--- src/rtl/dot_pipeline_pkg.sv ---
// Shared constants and helpers for the dot-product pipeline.
// Optional macro DOT_PIPELINE_SIGNED_EN selects two's-complement operands.
package dot_pipeline_pkg;

  function automatic int clog2(input int v);
    int r;
    r = 0;
    while ((1 << r) < v) r++;
    return r;
  endfunction

  localparam int DEF_WIDTH = 8;
  localparam int DEF_LANES = 2;
  localparam int DEF_ACC_W =
    2 * DEF_WIDTH + clog2(DEF_LANES) + 8;

  // Partial-sum width at tree level lvl for product width pw.
  function automatic int lvl_w(input int pw, input int lvl);
    return pw + lvl;
  endfunction

`ifdef DOT_PIPELINE_SIGNED_EN
  localparam bit SIGNED_EN = 1'b1;
`else
  localparam bit SIGNED_EN = 1'b0;
`endif

endpackage

--- src/rtl/dot_pipeline_adder_tree.sv ---
// Registered binary adder tree; one register level per pairing step.
// Ports: clk, rst_n, en, clear, in_valid/in_last, lanes in; out_valid/out_last, sum out.
module dot_pipeline_adder_tree
  import dot_pipeline_pkg::*;
#(
  parameter int IW = 16,
  parameter int LANES = 2,
  localparam int D = clog2(LANES),
  localparam int OW = lvl_w(IW, D)
) (
  input  logic                clk,
  input  logic                rst_n,
  input  logic                en,
  input  logic                clear,
  input  logic                in_valid,
  input  logic                in_last,
  input  logic [LANES*IW-1:0] lanes,
  output logic                out_valid,
  output logic                out_last,
  output logic [OW-1:0]       sum
);

  for (genvar l = 0; l <= D; l++) begin : lv
    localparam int N = LANES >> l;
    localparam int LW = lvl_w(IW, l);
    logic [N*LW-1:0] s;
    logic            v;
    logic            t;

    if (l == 0) begin : g_in
      assign s = lanes;
      assign v = in_valid;
      assign t = in_last;
    end else begin : g_add
      logic [N*LW-1:0] d;
      for (genvar j = 0; j < N; j++) begin : pr
        logic [LW-2:0] x;
        logic [LW-2:0] y;
        assign x = lv[l-1].s[(2*j)*(LW-1) +: LW-1];
        assign y = lv[l-1].s[(2*j+1)*(LW-1) +: LW-1];
        assign d[j*LW +: LW] =
          {SIGNED_EN & x[LW-2], x} +
          {SIGNED_EN & y[LW-2], y};
      end

      always_ff @(posedge clk or negedge rst_n) begin
        if (!rst_n) begin
          s <= '0;
          v <= 1'b0;
          t <= 1'b0;
        end else if (clear) begin
          v <= 1'b0;
          t <= 1'b0;
        end else if (en) begin
          s <= d;
          v <= lv[l-1].v;
          t <= lv[l-1].t;
        end
      end
    end
  end

  assign sum       = lv[D].s;
  assign out_valid = lv[D].v;
  assign out_last  = lv[D].t;

endmodule

--- src/rtl/dot_pipeline.sv ---
// LANES-wide multiply/adder-tree/accumulate pipeline with valid/ready and flush.
// Ports: clk, rst_n, flush, in_* beat (valid/ready/a/b/last), out_* result (valid/ready/data).
// DOT_PIPELINE_SIGNED_EN selects signed operands.
module dot_pipeline
  import dot_pipeline_pkg::*;
#(
  parameter int WIDTH = DEF_WIDTH,
  parameter int LANES = DEF_LANES,
  parameter int ACC_W = 2 * WIDTH + clog2(LANES) + 8
) (
  input  logic                   clk,
  input  logic                   rst_n,
  input  logic                   flush,
  input  logic                   in_valid,
  output logic                   in_ready,
  input  logic [LANES*WIDTH-1:0] in_a,
  input  logic [LANES*WIDTH-1:0] in_b,
  input  logic                   in_last,
  output logic                   out_valid,
  input  logic                   out_ready,
  output logic [ACC_W-1:0]       out_data
);

  localparam int PW = 2 * WIDTH;
  localparam int D  = clog2(LANES);
  localparam int TW = lvl_w(PW, D);

  logic stall;
  assign stall    = out_valid && !out_ready;
  assign in_ready = !stall;

  logic [LANES*PW-1:0] prod;
  logic [LANES*PW-1:0] p_q;
  logic                v1;
  logic                l1;

  for (genvar i = 0; i < LANES; i++) begin : mul
    logic [WIDTH-1:0] a;
    logic [WIDTH-1:0] b;
    logic [PW-1:0]    ax;
    logic [PW-1:0]    bx;
    assign a  = in_a[i*WIDTH +: WIDTH];
    assign b  = in_b[i*WIDTH +: WIDTH];
    // Low PW bits of the extended product are exact in both builds.
    assign ax = {{WIDTH{SIGNED_EN & a[WIDTH-1]}}, a};
    assign bx = {{WIDTH{SIGNED_EN & b[WIDTH-1]}}, b};
    assign prod[i*PW +: PW] = ax * bx;
  end

  always_ff @(posedge clk or negedge rst_n) begin
    if (!rst_n) begin
      p_q <= '0;
      v1  <= 1'b0;
      l1  <= 1'b0;
    end else if (flush) begin
      v1 <= 1'b0;
      l1 <= 1'b0;
    end else if (!stall) begin
      p_q <= prod;
      v1  <= in_valid;
      l1  <= in_last;
    end
  end

  logic          t_valid;
  logic          t_last;
  logic [TW-1:0] t_sum;

  dot_pipeline_adder_tree #(
    .IW    (PW),
    .LANES (LANES)
  ) u_tree (
    .clk       (clk),
    .rst_n     (rst_n),
    .en        (!stall),
    .clear     (flush),
    .in_valid  (v1),
    .in_last   (l1),
    .lanes     (p_q),
    .out_valid (t_valid),
    .out_last  (t_last),
    .sum       (t_sum)
  );

  logic [ACC_W-1:0] t_ext;
  logic [ACC_W-1:0] acc_q;
  logic [ACC_W-1:0] sum;

  if (ACC_W > TW) begin : g_ext
    assign t_ext = {{(ACC_W-TW){SIGNED_EN & t_sum[TW-1]}}, t_sum};
  end else if (ACC_W == TW) begin : g_eq
    assign t_ext = t_sum;
  end else begin : g_trunc
    assign t_ext = t_sum[ACC_W-1:0];
  end

  assign sum = acc_q + t_ext;

  // When not stalled, any held result is being consumed this cycle,
  // so out_valid reflects only whether a new result lands.
  always_ff @(posedge clk or negedge rst_n) begin
    if (!rst_n) begin
      acc_q     <= '0;
      out_valid <= 1'b0;
      out_data  <= '0;
    end else if (flush) begin
      acc_q     <= '0;
      out_valid <= 1'b0;
    end else if (!stall) begin
      out_valid <= t_valid && t_last;
      if (t_valid) begin
        if (t_last) begin
          out_data <= sum;
          acc_q    <= '0;
        end else begin
          acc_q <= sum;
        end
      end
    end
  end

endmodule

--- config.mk ---
export PLATFORM = sky130hd
export DESIGN_NAME = dot_pipeline
export DESIGN_NICKNAME = d
export VERILOG_FILES = /design/src/rtl/dot_pipeline_pkg.sv /design/src/rtl/dot_pipeline_adder_tree.sv /design/src/rtl/dot_pipeline.sv
export SDC_FILE = /design/constraint.sdc
export NUM_CORES = 1
export LEC_CHECK = 0
export BUFFER_PORTS_ARGS = -buffer_cell sky130_fd_sc_hd__clkbuf_2
export CAP_MARGIN = 20
export CORE_MARGIN = 4
export CORE_UTILIZATION = 60
export DETAILED_ROUTE_END_ITERATION = 10
export PLACE_DENSITY = 0.79
export SLEW_MARGIN = 20
export SYNTH_ARGS = -nofsm -noshare
export SYNTH_HDL_FRONTEND = slang
export SYNTH_SLANG_ARGS = --single-unit
--- constraint.sdc ---
create_clock -name clk -period 3.1 [get_ports clk]
set_input_delay 0.465 -clock clk [delete_from_list [all_inputs] [get_ports clk]]
set_output_delay 0.465 -clock clk [all_outputs]
set_load 0.05 [all_outputs]
# After elaboration in Yosys (flattened, before gate mapping)

Cells that the tools add are included.

Flip-flop bits (word level): 104
Bits in latches: 0
RAM bits: 0
ROM bits: 0
Input port bits: 38
Output and inout port bits: 27
Word-level logic and storage cells: 38
Memories: 0

$add $sub $neg: 2
$mul: 2
Divide/modulo/power cells: 0
$lt $le $gt $ge: 0
Eq/ne operators: 1
Shift-type cells: 0
Muxes and demuxes: 14
Bitwise logic cells: 2
Reductions and logical operators: 8

Operator list:

| cell                                         | count |
|---|---|
| 2-to-1 mux 25 bit                            | 4 |
| multiplier 8 x 8 -> 16 bit                   | 2 |
| adder 25 x 17 -> 25 bit                      | 1 |
| adder 16 x 16 -> 17 bit                      | 1 |
| 2-to-1 mux 1 bit                             | 10 |
| AND reduction 2 bit                          | 2 |
| AND reduction 4 bit                          | 1 |
| logical AND 1 bit                            | 2 |
| logical NOT 1 bit                            | 2 |
| inequality test 2 bit, second input constant | 1 |
| inverter 1 bit                               | 2 |
| nonzero test 2 bit                           | 1 |

# Depth between registers and ports, before layout

Word-level depth: 5
Mapped depth: 18
Depth with buffers taken out: 18

# Hierarchy

From an unflattened synthesis, not the netlist that was laid out.

Cell total of the unflattened synthesis: 1,090
Area total of the unflattened synthesis: 10,015.9 µm²

Modules (own cells, without submodules):

| module                  | times used | cells an instance | area each (µm²) | seq. area each (µm²) |
|---|---|---|---|---|
| dot_pipeline            | 1          | 916               | 8,493.1         | 2,127.0 |
| dot_pipeline_adder_tree | 1          | 174               | 1,522.7         | 475.5 |

# Worst setup path before layout

No wires, ideal clock.

Kind: input port to flip-flop
From: input in_b[12]
To: register p_q[30]
Arrival time: 4.232 ns
Required time: 2.967 ns
Setup slack: -1.265 ns
Cell stages on the path: 14
Cell sequence: and2_1 -> fa_1 -> fa_1 -> inv_1 -> fa_1 -> fa_1 -> inv_1 -> ha_1 -> a2111oi_0 -> o311ai_1 -> a21o_1 -> a21oi_1 -> xor2_1 -> o21ai_0

Longest elaborated chain between the ends: 1

RTL lines:

| element                    | line               | RTL |
|---|---|---|
| start, declared            | dot_pipeline.sv:17 | `input logic [LANES*WIDTH-1:0] in_b,` |
| multiplier 8 x 8 -> 16 bit | dot_pipeline.sv:47 | `assign prod[i*PW +: PW] = ax * bx;` |
| end signal, assigned       | dot_pipeline.sv:59 | `p_q <= prod;` |
| end, declared              | dot_pipeline.sv:33 | `logic [LANES*PW-1:0] p_q;` |

No other way between the ends.
A chain may end at the register's enable or synchronous reset.

# Final worst setup path

From: input in_a[2]
To: register p_q[15]

Longest elaborated chain between the ends: 1

RTL lines:

| element                    | line               | RTL |
|---|---|---|
| start, declared            | dot_pipeline.sv:16 | `input logic [LANES*WIDTH-1:0] in_a,` |
| multiplier 8 x 8 -> 16 bit | dot_pipeline.sv:47 |  |

No other way between the ends.

==> summary.txt <==
=================================================================================
Number of sinks handled by clock tree synthesis ....................          104
Worst path most repeated cell ...................................... sky130_fd_sc_hd__fa_1
Static leakage .....................................................      6.03 nW
Internal reg-to-reg setup slack ....................................      0.22 ns
Rel. slew slack ....................................................        0.504
Final Hold Vio Count ...............................................            0
Max-slew violation count ...........................................            0
Path type of the worst min-delay path ..............................     in2async
Number of iterations in the first detailed-routing pass ............            4
Area of the multi-input gates ......................................     7020 µm²
Count of flip-flops with a built-in enable after synthesis .........            0
Register area ......................................................     2600 µm²
Number of buffers added by the clock tree synthesis step ...........            9
CTS H-Tree Depth ...................................................            3
CP bufs+invs .......................................................            4
Worst slack at placement ...........................................     -1.31 ns
Worst-case clock buffer depth ......................................            2
Max-cap check violation count ......................................            0
Net Count, Synth ...................................................         1222
Violations in the final reports .................................... negative setup slack
Initial detailed-routing violation count ...........................          318
Post-DP HPWL .......................................................     15600 µm
Area grow syn2layout ...............................................        27.2%
Fin crit share .....................................................         1.29
Endpoints failing setup ............................................           20
Sequential fraction of the synthesis area ..........................        0.272
Worst clock skew ...................................................   0.00986 ns
Post-synthesis cell area ...........................................     9550 µm²
Portion of synthesized cell area occupied by the leading cell type .        0.272
DRT antenna net count ..............................................            0
Number of global-route vias before repair ..........................         7937
Dominant delay contributor by cell family on the critical path .....  adder cells
Leading register cell type out of synthesis ........................ sky130_fd_sc_hd__dfrtp_1
Total power consumption of the routed design .......................    0.00887 W
YS warnings ........................................................            0
CP max stage cell .................................................. sky130_fd_sc_hd__fa_1
Actual transition at the worst max-transition pin ..................     0.744 ns
Final Wtd Congestion ...............................................        0.855
Cells traversed along the worst timing path ........................ clkbuf_16, and2_4, fa_1, fa_1, fa_1, inv_1, fa_1, inv_2, ha_4, nor3_4, nor2_1, a21boi_2, buf_4, a311oi_2, xnor2_1, o21ai_0
Cells after DPL ....................................................         1354
Total length of routed wires .......................................     22000 µm
RSZ-0062 raised after global routing ...............................         true
Post-layout min period .............................................      4.01 ns
Critical path start-end classification .............................       in2reg
Core area ..........................................................    15400 µm²
Number of top-level design ports ...................................           65
Worst Setup End Kind ...............................................     register
Overall die area ...................................................    18000 µm²
Pwr dens ...........................................................   730 nW/µm²
Final cell count without fillers ...................................         1382
Wire length of the first global-routing pass .......................     36900 µm
Clock-pin slew on the worst setup and hold paths ...................      0.07 ns
Height of the die ..................................................       134 µm
Total overflow reported by the global router .......................            0
Post-detailed-route wirelength per cell ............................      15.9 µm
Count of antenna diodes in the layout ..............................            0
Port Buffer Count ..................................................           64
GRT Total Usage ....................................................        0.247
Pin count of the biggest net entering global routing ...............           59
Vias after detailed routing ........................................         7713
Highest Clock Rate .................................................      249 MHz
NumNets Final ......................................................         1383
Std-Cell Rows ......................................................           45
Post-synthesis async set-or-reset flop share .......................         1.00
Peak ir drop on the vdd network ....................................       414 µV
Clock Tree Root .................................................... sky130_fd_sc_hd__clkbuf_16
Library cells used by synthesis ....................................           63
Result of the run .................................................. finished, violations left
Initial Utilization ................................................        0.621
Share of cells above drive strength 1 ..............................        0.284
Core utilization of the finished layout ............................        0.791
Setup TNS ..........................................................    -11.89 ns
Final setup margin .................................................    -0.909 ns
Max FO, Critical Path ..............................................            7
Detailed-route DRC error count .....................................            0
Largest incremental delay on the critical path .....................      0.52 ns
Register bit count reported by yosys ...............................          104
Data required time at the worst endpoint ...........................      3.30 ns
Horiz. Die Dim .....................................................       134 µm
Instance count of the mapped netlist ...............................         1005
WP data arrival ....................................................      4.21 ns
Antenna violations before repair ...................................            0
CTS tree ...........................................................         done
Ranking of synthesized cells by area ............................... sky130_fd_sc_hd__dfrtp_1 (27%), sky130_fd_sc_hd__fa_1 (16%), sky130_fd_sc_hd__ha_1 (14%)
Clock Latency Late Sink ............................................      0.35 ns
Mapped Avg Cell Area ...............................................     9.50 µm²
Post-DR vias/cell ..................................................         5.58
Setup crit start kind ..............................................   input port
Cell type with the highest aggregate area in the netlist ........... sky130_fd_sc_hd__dfrtp_1
Number of fill cells ...............................................          925
=================================================================================
[cell usage after synthesis (11+ instances only)]
| library cell | number |
|---|---|
| sky130_fd_sc_hd__mux2_2 | 17 |
| sky130_fd_sc_hd__nand2b_1 | 11 |
| sky130_fd_sc_hd__inv_1 | 112 |
| sky130_fd_sc_hd__nand3_1 | 12 |
| sky130_fd_sc_hd__ha_1 | 105 |
| sky130_fd_sc_hd__xnor2_1 | 32 |
| sky130_fd_sc_hd__nand2_1 | 120 |
| sky130_fd_sc_hd__dfrtp_1 | 104 |
| sky130_fd_sc_hd__clkbuf_1 | 17 |
| sky130_fd_sc_hd__a21o_1 | 15 |
| sky130_fd_sc_hd__nor2_1 | 32 |
| sky130_fd_sc_hd__fa_1 | 74 |
| sky130_fd_sc_hd__and2_1 | 106 |
| sky130_fd_sc_hd__a22o_1 | 16 |
| sky130_fd_sc_hd__xor2_1 | 18 |
| sky130_fd_sc_hd__a21oi_1 | 33 |
| sky130_fd_sc_hd__o21ai_0 | 64 |
| sky130_fd_sc_hd__nor3_1 | 12 |
| sky130_fd_sc_hd__a31oi_1 | 11 |
[layout make-up]
cell class | count | area share
Multi-Input combinational cell | 768 | 0.578
Sequential cell | 104 | 0.214
Timing Repair Buffer | 171 | 0.123
Inverter | 112 | 0.0348
Tap cell | 211 | 0.0217
Clock buffer | 10 | 0.0197
Clock inverter | 6 | 0.00926
[layout by cell type, fill, tap and decap left out, drive strengths merged, types with 5 or more instances in the layout]
cell    synthesis  layout
o21a            6       6
xnor2          32      32
ha            105     105
fa             74      74
nor2b           6       6
a21o           15      15
a21boi          5       5
inv           112     114
a31oi          11      11
dfrtp         104     104
o31ai           7       7
a211oi         10      10
nor3           14      14
nand2b         11      11
nand2         120     120
nand3          12      12
o21ai          69      69
a22o           16      16
mux2           17      17
a21oi          34      34
nor2           32      32
and2          106     106
xor2           18      18
clkbuf         17      66
buf             4     115
[routing by layer]
layer,global-route usage,up-vias,routed length (µm)
li1,-,3708,-
met1,0.313,3810,9270
met2,0.442,147,11500
met3,0.0285,48,612
met4,0.0752,0,585
met5,0,-,0
[cell families after synthesis]
kind of cell,synth area share
buffers and inverters,0.0528
and+or+nand+nor,0.173
xor gates and xnor gates,0.0458
adders and majority gates,0.293
DFF,0.272
muxes,0.0242
AOI/OAI and AO/OA,0.139
[where the power goes]
part           internal (W)  switching [W]
sequential          0.00170       0.000220
clock              0.000815       0.000499
combinational       0.00272        0.00292
[path summary, 6_finish.rpt]
path,end,startpoint,depth (start not counted)
max in group asynchronous,out_data[13]$_DFFE_PN0P_,rst_n,2
hold reg to reg,p_q[16]$_DFFE_PN0P_,p_q[16]$_DFFE_PN0P_,2
hold / removal,out_data[20]$_DFFE_PN0P_,rst_n,1
min in group clk,l1$_DFFE_PN0P_,in_last,3
setup reg to reg,acc_q[20]$_DFFE_PN0P_,u_tree.sum[0]$_DFFE_PN0P_,11
setup / recovery,p_q[15]$_DFFE_PN0P_,in_a[2],16
[state kept, by name (all words and copies together) (netlist names)]
name / flops
p_q: 32
acc_q: 25
out_data: 25
u_tree.sum: 17
l1: 1
out_valid: 1
u_tree.out_last: 1
u_tree.out_valid: 1
v1: 1
[timing repair]
| item | CTS | global route |
|---|---|---|
| resized for setup | 118 | 37 |
| hold endpoints to repair | 0 | 0 |
| buffers inserted | 12 | 4 |
| hold buffers | 0 | 0 |
| cloned | 0 | 0 |
| endpoints found under the setup margin | 21 | 26 |
| pin swaps | 44 | 30 |
[through the flow]
stage,hold slack [ns],instance area [µm²]
global placement,0.458,11100
CTS,0.133,12000
finish,0.110,12200
global route,0.155,12200
floorplan,0.169,9820
detailed placement,0.462,11100
[worst register-to-register path, delay by kind of cell, from the launching register on]
kind / cells / cell delay (ns)
buf+inv: 1 / 0.19
simple gates: 3 / 0.30
fa+ha+maj: 2 / 0.71
flops: 1 / 0.39
compound gates: 5 / 1.21
Note: power is estimated with default switching activity, not from simulation.
